`config.mk`:
```
export PLATFORM = sky130hd
export DESIGN_NAME = sprite_overlay_ctrl
export DESIGN_NICKNAME = d
export VERILOG_FILES = /design/src/rtl/sprite_overlay_ctrl.sv
export SDC_FILE = /design/constraint.sdc
export NUM_CORES = 1
export LEC_CHECK = 0
export ABC_AREA = 1
export CORE_UTILIZATION = 46
export DETAILED_ROUTE_END_ITERATION = 6
export PLACE_DENSITY = 0.74
export SLEW_MARGIN = 30
export SYNTH_ARGS = -nofsm -noshare
export SYNTH_HDL_FRONTEND = slang
export SYNTH_SLANG_ARGS = --single-unit
export TNS_END_PERCENT = 100
```
`constraint.sdc`:
```
create_clock -name clk -period 5.1 [get_ports clk]
set_input_delay 0.51 -clock clk [delete_from_list [all_inputs] [get_ports clk]]
set_output_delay 0.51 -clock clk [all_outputs]
set_load 0.005 [all_outputs]
```
`src/rtl/sprite_overlay_ctrl.sv`:
```
// Sprite overlay controller: tear-free position handshake plus a 3-stage hit/ROM/select pipeline.
// Define SPRITE_TRANSP_EN to make pixels matching TRANSP_KEY fall through to the background.
module sprite_overlay_ctrl #(
    parameter int          SPRITE_W   = 16,
    parameter int          SPRITE_H   = 16,
    parameter logic [11:0] TRANSP_KEY = 12'h000,
    localparam int         ADDR_W     = $clog2(SPRITE_W * SPRITE_H)
) (
    input  logic              clk,
    input  logic              rst,
    input  logic [9:0]        pixel_x,
    input  logic [9:0]        pixel_y,
    input  logic              video_on,
    input  logic              frame_start,
    input  logic              sprite_en,
    input  logic              pos_valid,
    input  logic [9:0]        pos_x,
    input  logic [9:0]        pos_y,
    output logic              pos_ready,
    output logic              pos_applied,
    output logic [ADDR_W-1:0] rom_addr,
    input  logic [11:0]       sprite_pixel,
    output logic              sel,
    output logic [11:0]       sprite_colour,
    output logic              dbg_state_o
);

    // Handshake: a position transfers on a rising edge where pos_valid && pos_ready;
    // the requester must hold pos_valid/pos_x/pos_y stable until that edge.
    typedef enum logic {
        ST_IDLE    = 1'b0,
        ST_PENDING = 1'b1
    } state_t;

`ifdef SPRITE_TRANSP_EN
    localparam logic TRANSP_ACTIVE = 1'b1;
`else
    localparam logic TRANSP_ACTIVE = 1'b0;
`endif

    state_t state_q, state_d;

    logic [9:0] shadow_x_q, shadow_y_q;
    logic [9:0] act_x_q, act_y_q;
    logic       pos_applied_q;
    logic       accept, apply;

    logic [10:0]       dx, dy;
    logic              hit_s0;
    logic              hit1_q, hit2_q;
    logic [ADDR_W-1:0] rom_addr_q, rom_addr_d;
    logic              sel_q, sel_d;
    logic [11:0]       colour_q, colour_d;

    always_ff @(posedge clk) begin
        if (rst) begin
            state_q <= ST_IDLE;
        end else begin
            state_q <= state_d;
        end
    end

    always_comb begin
        state_d = state_q;
        case (state_q)
            ST_IDLE:    if (pos_valid)   state_d = ST_PENDING;
            ST_PENDING: if (frame_start) state_d = ST_IDLE;
            default:    state_d = ST_IDLE;
        endcase
    end

    always_comb begin
        pos_ready = (state_q == ST_IDLE) && !rst;
        accept    = pos_valid && pos_ready;
        apply     = (state_q == ST_PENDING) && frame_start;
    end

    // Active position only moves on frame_start, so a frame never shows two positions.
    always_ff @(posedge clk) begin
        if (rst) begin
            shadow_x_q    <= '0;
            shadow_y_q    <= '0;
            act_x_q       <= '0;
            act_y_q       <= '0;
            pos_applied_q <= 1'b0;
        end else begin
            if (accept) begin
                shadow_x_q <= pos_x;
                shadow_y_q <= pos_y;
            end
            if (apply) begin
                act_x_q <= shadow_x_q;
                act_y_q <= shadow_y_q;
            end
            pos_applied_q <= apply;
        end
    end

    // Borrow in bit 10 means the pixel lies left of / above the sprite; this also
    // prevents sprites near the right/bottom edge from wrapping to column/row 0.
    always_comb begin
        dx     = {1'b0, pixel_x} - {1'b0, act_x_q};
        dy     = {1'b0, pixel_y} - {1'b0, act_y_q};
        hit_s0 = video_on && sprite_en && !dx[10] && !dy[10] &&
                 (dx < 11'(SPRITE_W)) && (dy < 11'(SPRITE_H));
        rom_addr_d = rom_addr_q;
        if (hit_s0) begin
            rom_addr_d = ADDR_W'({11'd0, dy} * 22'(SPRITE_W) + {11'd0, dx});
        end
    end

    always_comb begin
        sel_d    = hit2_q && !(TRANSP_ACTIVE && (sprite_pixel == TRANSP_KEY));
        colour_d = sel_d ? sprite_pixel : 12'h000;
    end

    always_ff @(posedge clk) begin
        if (rst) begin
            hit1_q     <= 1'b0;
            hit2_q     <= 1'b0;
            rom_addr_q <= '0;
            sel_q      <= 1'b0;
            colour_q   <= 12'h000;
        end else begin
            hit1_q     <= hit_s0;
            hit2_q     <= hit1_q;
            rom_addr_q <= rom_addr_d;
            sel_q      <= sel_d;
            colour_q   <= colour_d;
        end
    end

    assign pos_applied   = pos_applied_q;
    assign rom_addr      = rom_addr_q;
    assign sel           = sel_q;
    assign sprite_colour = colour_q;
    assign dbg_state_o   = state_q;

endmodule

```
==> impl_metrics.py <==
metrics = {
    "synthesis": {
        "synth_area_sq_um": 3640,
        "async_flop_share": 0,
        "synthTopCellsByArea": "dfxtp_1 (36%), nand2_1 (13%), inv_1 (12%)",
        "synth_top_area_cell": "dfxtp_1",
        "seq_area_frac_synth": 0.357,
        "ys.flop_type": "dfxtp_1",
        "syn_area_per_cell_sq_um": 6.90,
        "synth_edf_count": 0,
        "synth_fp_nets": 612,
        "syn_inst": 528,
        "synth-seq-cells": 65,
        "synth_cell_types": 29,
        "yosysTopAreaCellShare": 0.357,
        "ys_warn_count": 0,
    },
    "route": {
        "drcViolationCount": 1,
        "avgViaCountPerCell": 4.76,
        "vias": 3402,
        "wire_per_inst_microns": 11.8,
        "drt_iter0_drc": 148,
        "wirelength_mm": 8.47,
        "ant_nets": 0,
        "first_pass_iters": 6,
    },
    "placed_design": {
        "dp_hpwl_mm": 6.45,
        "pre_cts_ws_ns": 1.65,
        "dpl_cell_area_sq_um": 4530,
        "portBuffers": 81,
        "place_congestion": 0.842,
    },
    "final_layout": {
        "nets": 692,
        "drive_gt1_frac": 0.0734,
        "areaGrowthSynthToFinish_pct": 29.8,
        "fill_cells": 706,
        "final_area_sq_um": 4730,
        "most-common-layout-cells": "nand2_1 (129), inv_1 (112), clkdlybuf4s50_1 (81)",
        "final_common_cell": "nand2_1",
        "antenna_cells": 0,
    },
    "floorplanning": {
        "num_io_pins": 82,
        "initial_core_util": 0.474,
        "coreArea_sq_um": 7690,
        "rows": 32,
        "die_height_microns": 91.0,
        "die_w_microns": 91.0,
        "die_area_sq_um": 8280,
    },
    "cts": {
        "cts_sinks": 65,
        "cts-root-buf": "clkbuf_8",
        "htree_num_levels": 3,
        "numCtsBuffers": 9,
        "cts_tree": "built",
        "clk_path_buf_depth": 2,
        "path_clk_slew_ns": 0.08,
        "post-cts-setup-buffers": 0,
        "cts_resized": 0,
        "postCtsHoldBufs": 0,
        "clk_latency_ns": 0.34,
    },
    "sta": {
        "finalSetupViolations": 0,
        "worst_clock_skew_ns": 0.00902,
        "fmax_mhz": 323,
        "hold_violations": 0,
        "rsz0062_at_grt": "no",
        "finalWorstSetupSlack_ns": 2.01,
        "period_needed_ns": 3.09,
        "fin_crit_sh": 0.607,
        "relSlewSlack": 0.474,
        "slew_viol_final": 0,
        "finalSetupTns_ns": 0,
        "tightest_slew_ns": 0.787,
    },
    "power": {
        "leakage_nw": 2.23,
        "p_per_area_nw_per_um2": 261,
        "clockPowerShare": 0.374,
        "intPower_uw": 873,
        "p_seq_frac": 0.428,
        "pwr-share-comb": 0.198,
        "total_power_mw": 1.23,
        "max-vdd-ir-drop_mv": 0.170,
        "swShare": 0.292,
        "power.switching_uw": 360,
    },
    "critical_path": {
        "critPathArrivalTime_ns": 3.34,
        "timing.rr.start": "act_x_q[0]",
        "critical_path.startpoint": "pixel_x[0]",
        "end_kind": "register",
        "critPathMaxFanout": 4,
        "required_ns": 5.34,
        "critPathKind": "in -> reg",
        "cp-start-kind": "input pin",
    },
    "global_route": {
        "grt_pass1_wl_mm": 14.8,
        "grt_pass1_vias": 3351,
        "grt_use_total": 0.221,
        "grt-ovfl-total": 0,
        "grt_max_degree": 41,
        "antenna_found_initial": 0,
    },
    "worst_hold_path": {
        "hold_path_class": "reg -> reg",
        "min-delay-start": "hit1_q",
    },
    "status": {
        "status": "finished with violations",
        "violations": "design-rule violations",
    },
    "run": {
        "cap_violations": 0,
    },
}
[final cells by class]
class / instances / area, sq um / area share
Clock buffer: 10 / 138 / 0.0291
Multi-Input combinational cell: 332 / 1830 / 0.388
Clock inverter: 6 / 66.3 / 0.0140
Tap cell: 102 / 128 / 0.0270
Sequential cell: 65 / 1300 / 0.275
Timing Repair Buffer: 83 / 826 / 0.175
Inverter: 117 / 439 / 0.0928
[power by group through the flow]
stage | clock network [mW] | logic, mW | registers, mW
final | 0.461 | 0.244 | 0.528
after global routing | 0.493 | 0.277 | 0.530
after CTS | 0.467 | 0.244 | 0.528
after detailed placement | 0 | 0.242 | 0.540
after global placement | 0 | 0.237 | 0.539
after floorplan | 0 | 0.160 | 0.538
[through the flow]
step	utilization	hold slack, ns	cells
final	0.616	0.409	715
after global placement	0.589	0.401	699
after global routing	0.616	0.443	715
after floorplan	-	0.388	528
after detailed placement	0.589	0.406	699
after CTS	0.616	0.409	715
[Yosys cell counts, types with 2 or more instances]
master	number
dfxtp_1	65
o31ai_1	20
ha_1	23
nor2_1	54
o21ai_0	2
xor2_1	4
nand3_2	4
nand2_1	129
nor2_2	3
o22ai_1	18
nand4_1	7
nand3b_1	4
a21oi_1	8
fa_1	3
xnor2_1	3
nand2_2	11
nand3_1	32
clkbuf_1	11
inv_1	112
buf_6	3
inv_2	4
[routing by layer]
metal  share of wire  track usage  routed length [microns]  vias up
li1                -            -                        -     1793
met1            0.48        0.281                     4050     1517
met2            0.45        0.367                     3790       81
met3           0.061       0.0553                      514       11
met4           0.013       0.0675                      110        0
met5               0            0                        0        -
[state kept, by name (all words and copies together) (netlist names)]
signal         flops
sel                1
sprite_colour     12
shadow_x_q        10
act_y_q           10
pos_applied        1
hit2_q             1
shadow_y_q        10
rom_addr           8
act_x_q           10
hit1_q             1
dbg_state_o        1
[kinds of logic (layout without fill, tap and decap cells)]
family                     count (synthesis)  after routing  synth area share
AOI/OAI and AO/OA                         50             50            0.0899
adders and majority gates                 26             26            0.0954
DFF                                       65             65             0.357
and+or+nand+nor                          249            249             0.300
buffers and inverters                    131            216             0.141
xor gates and xnor gates                   7              7            0.0168
[final timing paths]
path | endpoint | slack (ns) | depth (start not counted)
max | rom_addr[7] | 2.01 | 23
min reg2reg | hit2_q | 0.41 | 2
max reg2reg | rom_addr[7] | 2.32 | 21
min | hit2_q | 0.41 | 2
[critical path, stage by stage]
cell,delay (ns)
clkdlybuf4s50_1,0.46
inv_1,0.04
ha_1,0.21
fa_1,0.40
inv_1,0.08
nand2_1,0.06
nand2_2,0.08
nand3_1,0.08
nand2_1,0.06
nand2_1,0.05
nand2_1,0.12
inv_1,0.06
ha_1,0.32
nand2_1,0.07
nand2_1,0.05
a31oi_1,0.17
inv_1,0.06
nand2_1,0.06
nand2_1,0.06
xor2_1,0.13
nand3_1,0.09
nand2_1,0.07
nor2_1,0.05
No activity file was read; power rests on OpenSTA's default activity.
